File: src/rtl/ifetch_if.sv
// Fetch-stage bus bundle: memory-controller request/response, queue push, and redirect.
// master = fetch unit side, slave = memory controller / queue / branch unit side.
interface ifetch_if;
    localparam int unsigned XLEN = 32;

    logic            iq_full;
    logic            redirect;
    logic [XLEN-1:0] redirect_pc;
    logic            mem_req;
    logic [XLEN-1:0] mem_addr;
    logic            mem_done;
    logic [XLEN-1:0] mem_data;
    logic            inst_rdy;
    logic [XLEN-1:0] inst;
    logic [XLEN-1:0] pc_out;

    modport master (
        input  iq_full, redirect, redirect_pc, mem_done, mem_data,
        output mem_req, mem_addr, inst_rdy, inst, pc_out
    );

    modport slave (
        output iq_full, redirect, redirect_pc, mem_done, mem_data,
        input  mem_req, mem_addr, inst_rdy, inst, pc_out
    );
endinterface

File: src/rtl/ifetch_unit.sv
// Instruction fetch stage: one outstanding word request, pushes each fetched word with its PC
// into the instruction queue, predicts JAL targets statically and honours redirects.
module ifetch_unit #(
    parameter logic [31:0] RESET_PC = 32'h0000_0000
) (
    input  logic     clk,
    input  logic     rst,
    input  logic     rdy,
    ifetch_if.master bus
);
    localparam int unsigned XLEN    = 32;
    localparam logic [6:0]  OPC_JAL = 7'b1101111;

    typedef enum logic [1:0] {
        IDLE = 2'd0,
        WAIT = 2'd1,
        DROP = 2'd2
    } state_t;

    state_t          state_q, state_d;
    logic [XLEN-1:0] pc_q, pc_d;
    logic            mem_req_q, mem_req_d;
    logic [XLEN-1:0] mem_addr_q, mem_addr_d;
    logic            inst_rdy_q, inst_rdy_d;
    logic [XLEN-1:0] inst_q, inst_d;
    logic [XLEN-1:0] pc_out_q, pc_out_d;
    logic [XLEN-1:0] jal_imm;
    logic [XLEN-1:0] next_pc;

    // Static prediction: JAL jumps to its target, everything else falls through.
    always_comb begin
        jal_imm = {{(XLEN-21){bus.mem_data[31]}}, bus.mem_data[31], bus.mem_data[19:12],
                   bus.mem_data[20], bus.mem_data[30:21], 1'b0};
        if (bus.mem_data[6:0] == OPC_JAL) next_pc = pc_q + jal_imm;
        else                              next_pc = pc_q + XLEN'(4);
    end

    always_comb begin
        state_d    = state_q;
        pc_d       = pc_q;
        mem_req_d  = mem_req_q;
        mem_addr_d = mem_addr_q;
        inst_rdy_d = inst_rdy_q;
        inst_d     = inst_q;
        pc_out_d   = pc_out_q;

        if (rdy) begin
            inst_rdy_d = 1'b0;
            case (state_q)
                IDLE: begin
                    if (bus.redirect) begin
                        pc_d = bus.redirect_pc;
                    end else if (!bus.iq_full) begin
                        mem_req_d  = 1'b1;
                        mem_addr_d = pc_q;
                        state_d    = WAIT;
                    end
                end
                WAIT: begin
                    // A redirect on the completion edge wins: the returned word is dropped.
                    if (bus.mem_done) begin
                        mem_req_d = 1'b0;
                        state_d   = IDLE;
                        if (bus.redirect) begin
                            pc_d = bus.redirect_pc;
                        end else begin
                            inst_d     = bus.mem_data;
                            pc_out_d   = pc_q;
                            inst_rdy_d = 1'b1;
                            pc_d       = next_pc;
                        end
                    end else if (bus.redirect) begin
                        pc_d    = bus.redirect_pc;
                        state_d = DROP;
                    end
                end
                DROP: begin
                    if (bus.redirect) pc_d = bus.redirect_pc;
                    if (bus.mem_done) begin
                        mem_req_d = 1'b0;
                        state_d   = IDLE;
                    end
                end
                default: begin
                    state_d = IDLE;
                end
            endcase
        end
    end

    always_ff @(posedge clk) begin
        if (rst) begin
            state_q    <= IDLE;
            pc_q       <= RESET_PC;
            mem_req_q  <= 1'b0;
            mem_addr_q <= '0;
            inst_rdy_q <= 1'b0;
            inst_q     <= '0;
            pc_out_q   <= '0;
        end else begin
            state_q    <= state_d;
            pc_q       <= pc_d;
            mem_req_q  <= mem_req_d;
            mem_addr_q <= mem_addr_d;
            inst_rdy_q <= inst_rdy_d;
            inst_q     <= inst_d;
            pc_out_q   <= pc_out_d;
        end
    end

    assign bus.mem_req  = mem_req_q;
    assign bus.mem_addr = mem_addr_q;
    assign bus.inst_rdy = inst_rdy_q;
    assign bus.inst     = inst_q;
    assign bus.pc_out   = pc_out_q;
endmodule

File: src/flat_wrapper.sv
// flat-port wrapper written by rule: the top's interface ports become plain ports
module ifetch_unit_flat 
#(
    parameter logic [31:0] RESET_PC = 32'h0000_0000
)
  (clk, rst, rdy, bus_iq_full, bus_redirect, bus_redirect_pc, bus_mem_done, bus_mem_data, bus_mem_req, bus_mem_addr, bus_inst_rdy, bus_inst, bus_pc_out);
  ifetch_if bus_i ();
  input  logic clk;
  input  logic rst;
  input  logic rdy;
  input wire logic [$bits(bus_i.iq_full)-1:0] bus_iq_full;
  input wire logic [$bits(bus_i.redirect)-1:0] bus_redirect;
  input wire logic [$bits(bus_i.redirect_pc)-1:0] bus_redirect_pc;
  input wire logic [$bits(bus_i.mem_done)-1:0] bus_mem_done;
  input wire logic [$bits(bus_i.mem_data)-1:0] bus_mem_data;
  output wire logic [$bits(bus_i.mem_req)-1:0] bus_mem_req;
  output wire logic [$bits(bus_i.mem_addr)-1:0] bus_mem_addr;
  output wire logic [$bits(bus_i.inst_rdy)-1:0] bus_inst_rdy;
  output wire logic [$bits(bus_i.inst)-1:0] bus_inst;
  output wire logic [$bits(bus_i.pc_out)-1:0] bus_pc_out;
  assign bus_i.iq_full = bus_iq_full;
  assign bus_i.redirect = bus_redirect;
  assign bus_i.redirect_pc = bus_redirect_pc;
  assign bus_i.mem_done = bus_mem_done;
  assign bus_i.mem_data = bus_mem_data;
  assign bus_mem_req = bus_i.mem_req;
  assign bus_mem_addr = bus_i.mem_addr;
  assign bus_inst_rdy = bus_i.inst_rdy;
  assign bus_inst = bus_i.inst;
  assign bus_pc_out = bus_i.pc_out;
  ifetch_unit #(.RESET_PC(RESET_PC)) u_core (.clk(clk), .rst(rst), .rdy(rdy), .bus(bus_i));
endmodule
File: config.mk
export PLATFORM = sky130hd
export DESIGN_NAME = ifetch_unit_flat
export DESIGN_NICKNAME = d
export VERILOG_FILES = /design/src/rtl/ifetch_if.sv /design/src/rtl/ifetch_unit.sv /design/src/flat_wrapper.sv
export SDC_FILE = /design/constraint.sdc
export NUM_CORES = 1
export LEC_CHECK = 0
export ABC_AREA = 1
export ABC_CLOCK_PERIOD_IN_PS = 2720
export BUFFER_PORTS_ARGS = -buffer_cell sky130_fd_sc_hd__buf_2
export CAP_MARGIN = 20
export CORE_UTILIZATION = 45
export DETAILED_ROUTE_END_ITERATION = 8
export PLACE_DENSITY = 0.67
export SLEW_MARGIN = 20
export SYNTH_ARGS = -nofsm -noshare
export SYNTH_HDL_FRONTEND = slang
export SYNTH_SLANG_ARGS = --single-unit
File: constraint.sdc
create_clock -name clk -period 2.72 [get_ports clk]
set_input_delay 0.544 -clock clk [delete_from_list [all_inputs] [get_ports clk]]
set_output_delay 0.544 -clock clk [all_outputs]
set_load 0.02 [all_outputs]
### After elaboration in Yosys (flattened, before gate mapping)

Index checks and enable logic that the tools add are counted.

| word-level totals | value |
|---|---|
| flip-flop bits (word level) | 132 |
| bits of input ports | 70 |
| word-level logic and storage cells | 47 |

| cells by class | value |
|---|---|
| reduce and logical (&&, ||, !) cells | 10 |
| add/sub/neg operators | 2 |
| multiplexer cells | 18 |
| bitwise operators | 2 |
| equal/unequal tests | 8 |

Operators with widths:

| kind | number |
|---|---|
| 2-to-1 mux 32 bit | 4 |
| case mux 32 bit (2 select lines) | 1 |
| adder 32 x 3 -> 32 bit (second input constant) | 1 |
| adder 32 bit | 1 |
| 2-to-1 mux 2 bit | 5 |
| AND reduction 5 bit | 2 |
| AND reduction 4 bit | 2 |
| equality test 7 bit (second input constant) | 1 |
| 2-to-1 mux 1 bit | 6 |
| inequality test 2 bit (second input constant) | 3 |
| case mux 2 bit (3 select lines) | 1 |
| nonzero test 2 bit | 2 |
| OR reduction 2 bit | 2 |
| inequality test 3 bit (second input constant) | 1 |
| equality test 2 x 1 -> 1 bit (second input constant) | 1 |
| equality test 2 bit (second input constant) | 1 |
| logical NOT 2 bit | 1 |
| inequality test 2 x 1 -> 1 bit (second input constant) | 1 |
| inverter 1 bit | 2 |
| case mux 1 bit (2 select lines) | 1 |
| AND reduction 2 bit | 1 |

### Logic depth before layout (Yosys ltp)

| depth | value |
|---|---|
| word-level depth | 5 |
| mapped depth | 17 |
| depth with buffers taken out | 17 |

### Worst setup path before layout

Ideal clock, no wire load.

| timing | value |
|---|---|
| kind | input to register |
| from | input port bus_mem_data[21] |
| to | register u_core.pc_q[23] |
| slack | 571 ps |
| library setup time | 130 ps |
| arrival | 2019 ps |
| data required time | 2590 ps |
| cell stages on the path | 17 |
| cells stage by stage | ha_1 > inv_1 > fa_1 > inv_1 > nand2_1 > nand3_1 > nand2_1 > nand2_1 > nand2_1 > nand2_1 > nand2_1 > nand3_1 > nand2_1 > nand2_1 > nand2_1 > nand2_1 > a21oi_2 |

| between the ends | value |
|---|---|
| word-level cells in the longest chain between the ends | 5 |

Ends and longest elaborated chain:

| item | RTL line | source |
|---|---|---|
| start: declaration | flat_wrapper.sv:15 | `input wire logic [$bits(bus_i.mem_data)-1:0] bus_mem_data;` |
| adder 32 bit | ifetch_unit.sv:34 | `if (bus.mem_data[6:0] == OPC_JAL) next_pc = pc_q + jal_imm;` |
| 2-to-1 mux 32 bit | ifetch_unit.sv:34 |  |
| 2-to-1 mux 32 bit | ifetch_unit.sv:64 | `if (bus.redirect) begin` |
| 2-to-1 mux 32 bit | ifetch_unit.sv:61 | `if (bus.mem_done) begin` |
| case mux 32 bit (2 select lines) | ifetch_unit.sv:49 | `case (state_q)` |
| end signal: assignment | ifetch_unit.sv:102 | `pc_q <= pc_d;` |
| end: declaration | ifetch_unit.sv:21 | `logic [XLEN-1:0] pc_q, pc_d;` |

No other way between the ends.
A chain may end at the register's enable or synchronous reset.

### Worst setup path after layout

| timing | value |
|---|---|
| from | register u_core.pc_q[1] |
| to | register u_core.pc_q[17] |

| between the ends | value |
|---|---|
| word-level cells in the longest chain between the ends | 5 |
| elaborated cells on any way between the ends | 6 |

Ends and longest elaborated chain:

| item | RTL line |
|---|---|
| adder 32 x 3 -> 32 bit / adder 32 bit (equally long branches) | ifetch_unit.sv:35, ifetch_unit.sv:34 |
| 2-to-1 mux 32 bit * | ifetch_unit.sv:34 |
| 2-to-1 mux 32 bit * | ifetch_unit.sv:64 |
| 2-to-1 mux 32 bit * | ifetch_unit.sv:61 |
| case mux 32 bit (2 select lines) * | ifetch_unit.sv:49 |

Every way passes the cells marked *; elsewhere a longest branch is shown, timed or not.

==> reports/metrics.yaml <==
status: "complete, no violations"
ios: 168
dieArea_sq_um: 19960
period_minus_slack_ns: 2.507
vdd_drop_max_mv: 0.4632
setup_tns_ns: 0
cp.buffers_inverters: 2
cts_buffers: 17
required_ns: 3.03
r2r-end: "u_core.pc_q[17]$_SDFFE_PP0P_"
cp_slowest_stage_delay_ns: 0.43
globalplace.congestion: 0.9637
final_common_cell: "nand2_1"
min_period_over_period_pct: 92.18
postLayoutCellArea_sq_um: 10420
clock.fmax_ghz: 0.3988
hold_buffers: 0
cts_max_path_buffers: 2
ys_ff_latch: 132
critical_path_class: "register to register"
cts_root_buffer: "clkbuf_16"
critPathLaunchType: "register"
cp_max_fo: 6
start_util_pct: 46.37
cts_tree: "built"
finalSetupViolations: 0
p_per_area_nw_per_um2: 567.0
drive_gt1_share_pct: 18.03
grt_pass1_wl_um: 46450
swShare_pct: 36.70
holdPathStages: 3
post_drt_wl_per_cell_um: 16.18
arrival_ns: 2.81
pwr-share-clk_pct: 38.3
grt_pass1_vias: 8866
synth_cell_type_count: 51
cts_setup_buffers: 0
grt_overflow: 0
min_to: "u_core.bus.inst[10]$_SDFFE_PP0P_"
vias: 9683
hold_violations: 0
crit_path_end_kind: "register"
syn_area_sq_um: 8731
vias_per_cell: 5.356
p_sw_mw: 2.169
hold_class: "input pin to register"
placed_area_sq_um: 9851
final_cell_mix: "nand2_1, buf_2, inv_1"
numPortBuffers: 167
syn_nets: 1483
p_leak_nw: 5.289
clk_pin_slew_ns: 0.07
rsz0062_at_grt: "false"
finalClockSkew_ns: 0.01415
clk_latency_ns: 0.43
cts.repair.resized: 0
cp_cell_sequence: "ha_1, inv_1, fa_1, inv_1, nand2_1, nand3_1, nand2_1, nand2_1, nand2_1, nand2_1, nand2_1, nand3_1, nand2_1, nand2_1, nand2_1, nand2_1, a21oi_2"
crit_family: "simple AND/OR/NAND/NOR gates"
hold_path.startpoint: "bus_mem_data[10]"
drc: 0
num-nets-final: 1640
dr.pass1.iters: 5
core_sq_um: 18830
slew_violations: 0
combPwrFrac_pct: 24.9
p_int_mw: 3.740
relSlewSlack_pct: 51.47
dp_hpwl_um: 21820
antenna_found_initial: 3
hold_ws_ns: 0.3327
synthCells: 1377
yosysSeqAreaShare_pct: 30.27
r2r_cells: 17
die_h_um: 141.3
rows: 50
fin_util_pct: 55.34
yosys_warnings: 0
ant_nets: 0
grt_use_total_pct: 29.76
drt-initial-drc-count: 699
cp_common_cell: "nand2_1"
cap_violations: 0
worst_pin_slew_ns: 0.7271
die_w_um: 141.3
synth.avg_cell_area_sq_um: 6.341
cp_slowest_cell: "fa_1"
syn_to_final_growth_pct: 19.36
r2r-start: "u_core.pc_q[1]$_SDFFE_PP0P_"
wl_um: 29260
grt_max_degree: 97
cts.htree.levels: 4
cts_sinks: 132
reg2reg_setup_slack_ns: 0.21
seq_power_share_pct: 36.8
-- Yosys cell counts, drive strengths merged --
cell / number / area, sq um
a21oi: 160 / 823.3
nor3: 28 / 211.5
and3: 2 / 13.77
inv: 168 / 635.6
a31oi: 7 / 43.79
nand3b: 3 / 22.52
xnor2: 3 / 26.28
fa: 1 / 20.02
or2: 3 / 18.77
nand3: 84 / 430.4
nor3b: 2 / 25.02
clkbuf: 39 / 196.4
o211ai: 2 / 15.01
ha: 35 / 437.9
xor2: 8 / 70.07
clkinv: 2 / 7.510
dfxtp: 132 / 2643
a22oi: 1 / 7.510
buf: 14 / 87.58
a221oi: 2 / 23.77
a21o: 2 / 15.01
dlygate4sd1: 1 / 8.760
o221ai: 2 / 17.52
o31ai: 6 / 45.04
nand2: 345 / 1318
nor2: 147 / 619.3
o21ai: 150 / 750.7
o21a: 1 / 7.510
nand4: 14 / 93.84
o21bai: 6 / 45.04
a211oi: 6 / 45.04
nor4: 1 / 6.260
-- final cells by class --
type	instances	area (sq um)
diodes	1	2.502
fillers	1915	8409
flip-flops and latches	132	2643
clock buffers	17	425.4
inverters	170	643.1
well taps	260	325.3
repair buffers	192	1074
multi-input cells	1021	5166
clock inverters	15	142.6
-- how the worst max path moves through the flow --
stage | start | end | slack (ns) | cells past startpoint
after detailed placement | bus_mem_data[21] | u_core.pc_q[17]$_SDFFE_PP0P_ | 0.06 | 18
after global placement | bus_mem_data[21] | u_core.pc_q[17]$_SDFFE_PP0P_ | 0.08 | 18
final | u_core.pc_q[1]$_SDFFE_PP0P_ | u_core.pc_q[17]$_SDFFE_PP0P_ | 0.21 | 17
after global routing | u_core.pc_q[1]$_SDFFE_PP0P_ | u_core.pc_q[17]$_SDFFE_PP0P_ | 0.006 | 17
after floorplan | bus_mem_data[21] | u_core.pc_q[23]$_SDFFE_PP0P_ | 0.57 | 17
after CTS | u_core.pc_q[1]$_SDFFE_PP0P_ | u_core.pc_q[17]$_SDFFE_PP0P_ | 0.25 | 17
-- power groups by stage --
stage	logic (mW)	clock network [mW]	registers, mW
3_3_place_gp	1.44	0	2.21
6_report	1.47	2.27	2.17
5_1_grt	1.64	2.35	2.19
2_1_floorplan	0.925	0	2.26
3_5_place_dp	1.45	0	2.21
4_1_cts	1.45	2.28	2.17
-- cells by family after synthesis --
logic type	share of synthesized area [%]
flops	30.27
compound gates	21.07
fa+ha+maj	5.245
simple gates	31.60
xor+xnor	1.104
buf+inv	10.72
-- through the flow --
stage	worst slack (ns)	cells	power, mW
after floorplan	0.5714	1377	3.184
after global placement	0.07899	1775	3.645
after detailed placement	0.05962	1775	3.656
after CTS	0.2545	1807	5.904
after global routing	0.006105	1807	6.175
final	0.2127	1808	5.909
-- sequential cells by signal (all words and copies together), names as in the netlist --
| name | cells |
|---|---|
| u_core.pc_q | 32 |
| u_core.bus.mem_addr | 32 |
| u_core.bus.mem_req | 1 |
| u_core.bus.inst | 32 |
| u_core.bus.inst_rdy | 1 |
| u_core.state_q | 2 |
| u_core.bus.pc_out | 32 |
-- metal layers --
| metal | GRT usage (%) | up-vias | routed length (um) |
|---|---|---|---|
| met4 | 8.638 | 4 | 542 |
| met3 | 5.737 | 50 | 2269 |
| met2 | 48.33 | 368 | 13280 |
| li1 | - | 4822 | - |
| met5 | 0 | - | 23 |
| met1 | 39.99 | 4439 | 13140 |
-- tightest hold or removal path, cell delays in order --
cell and delay [ns]:
buf_2 0.07, nor2_1 0.03, nor2_1 0.08
No activity file was read; power rests on OpenSTA's default activity.
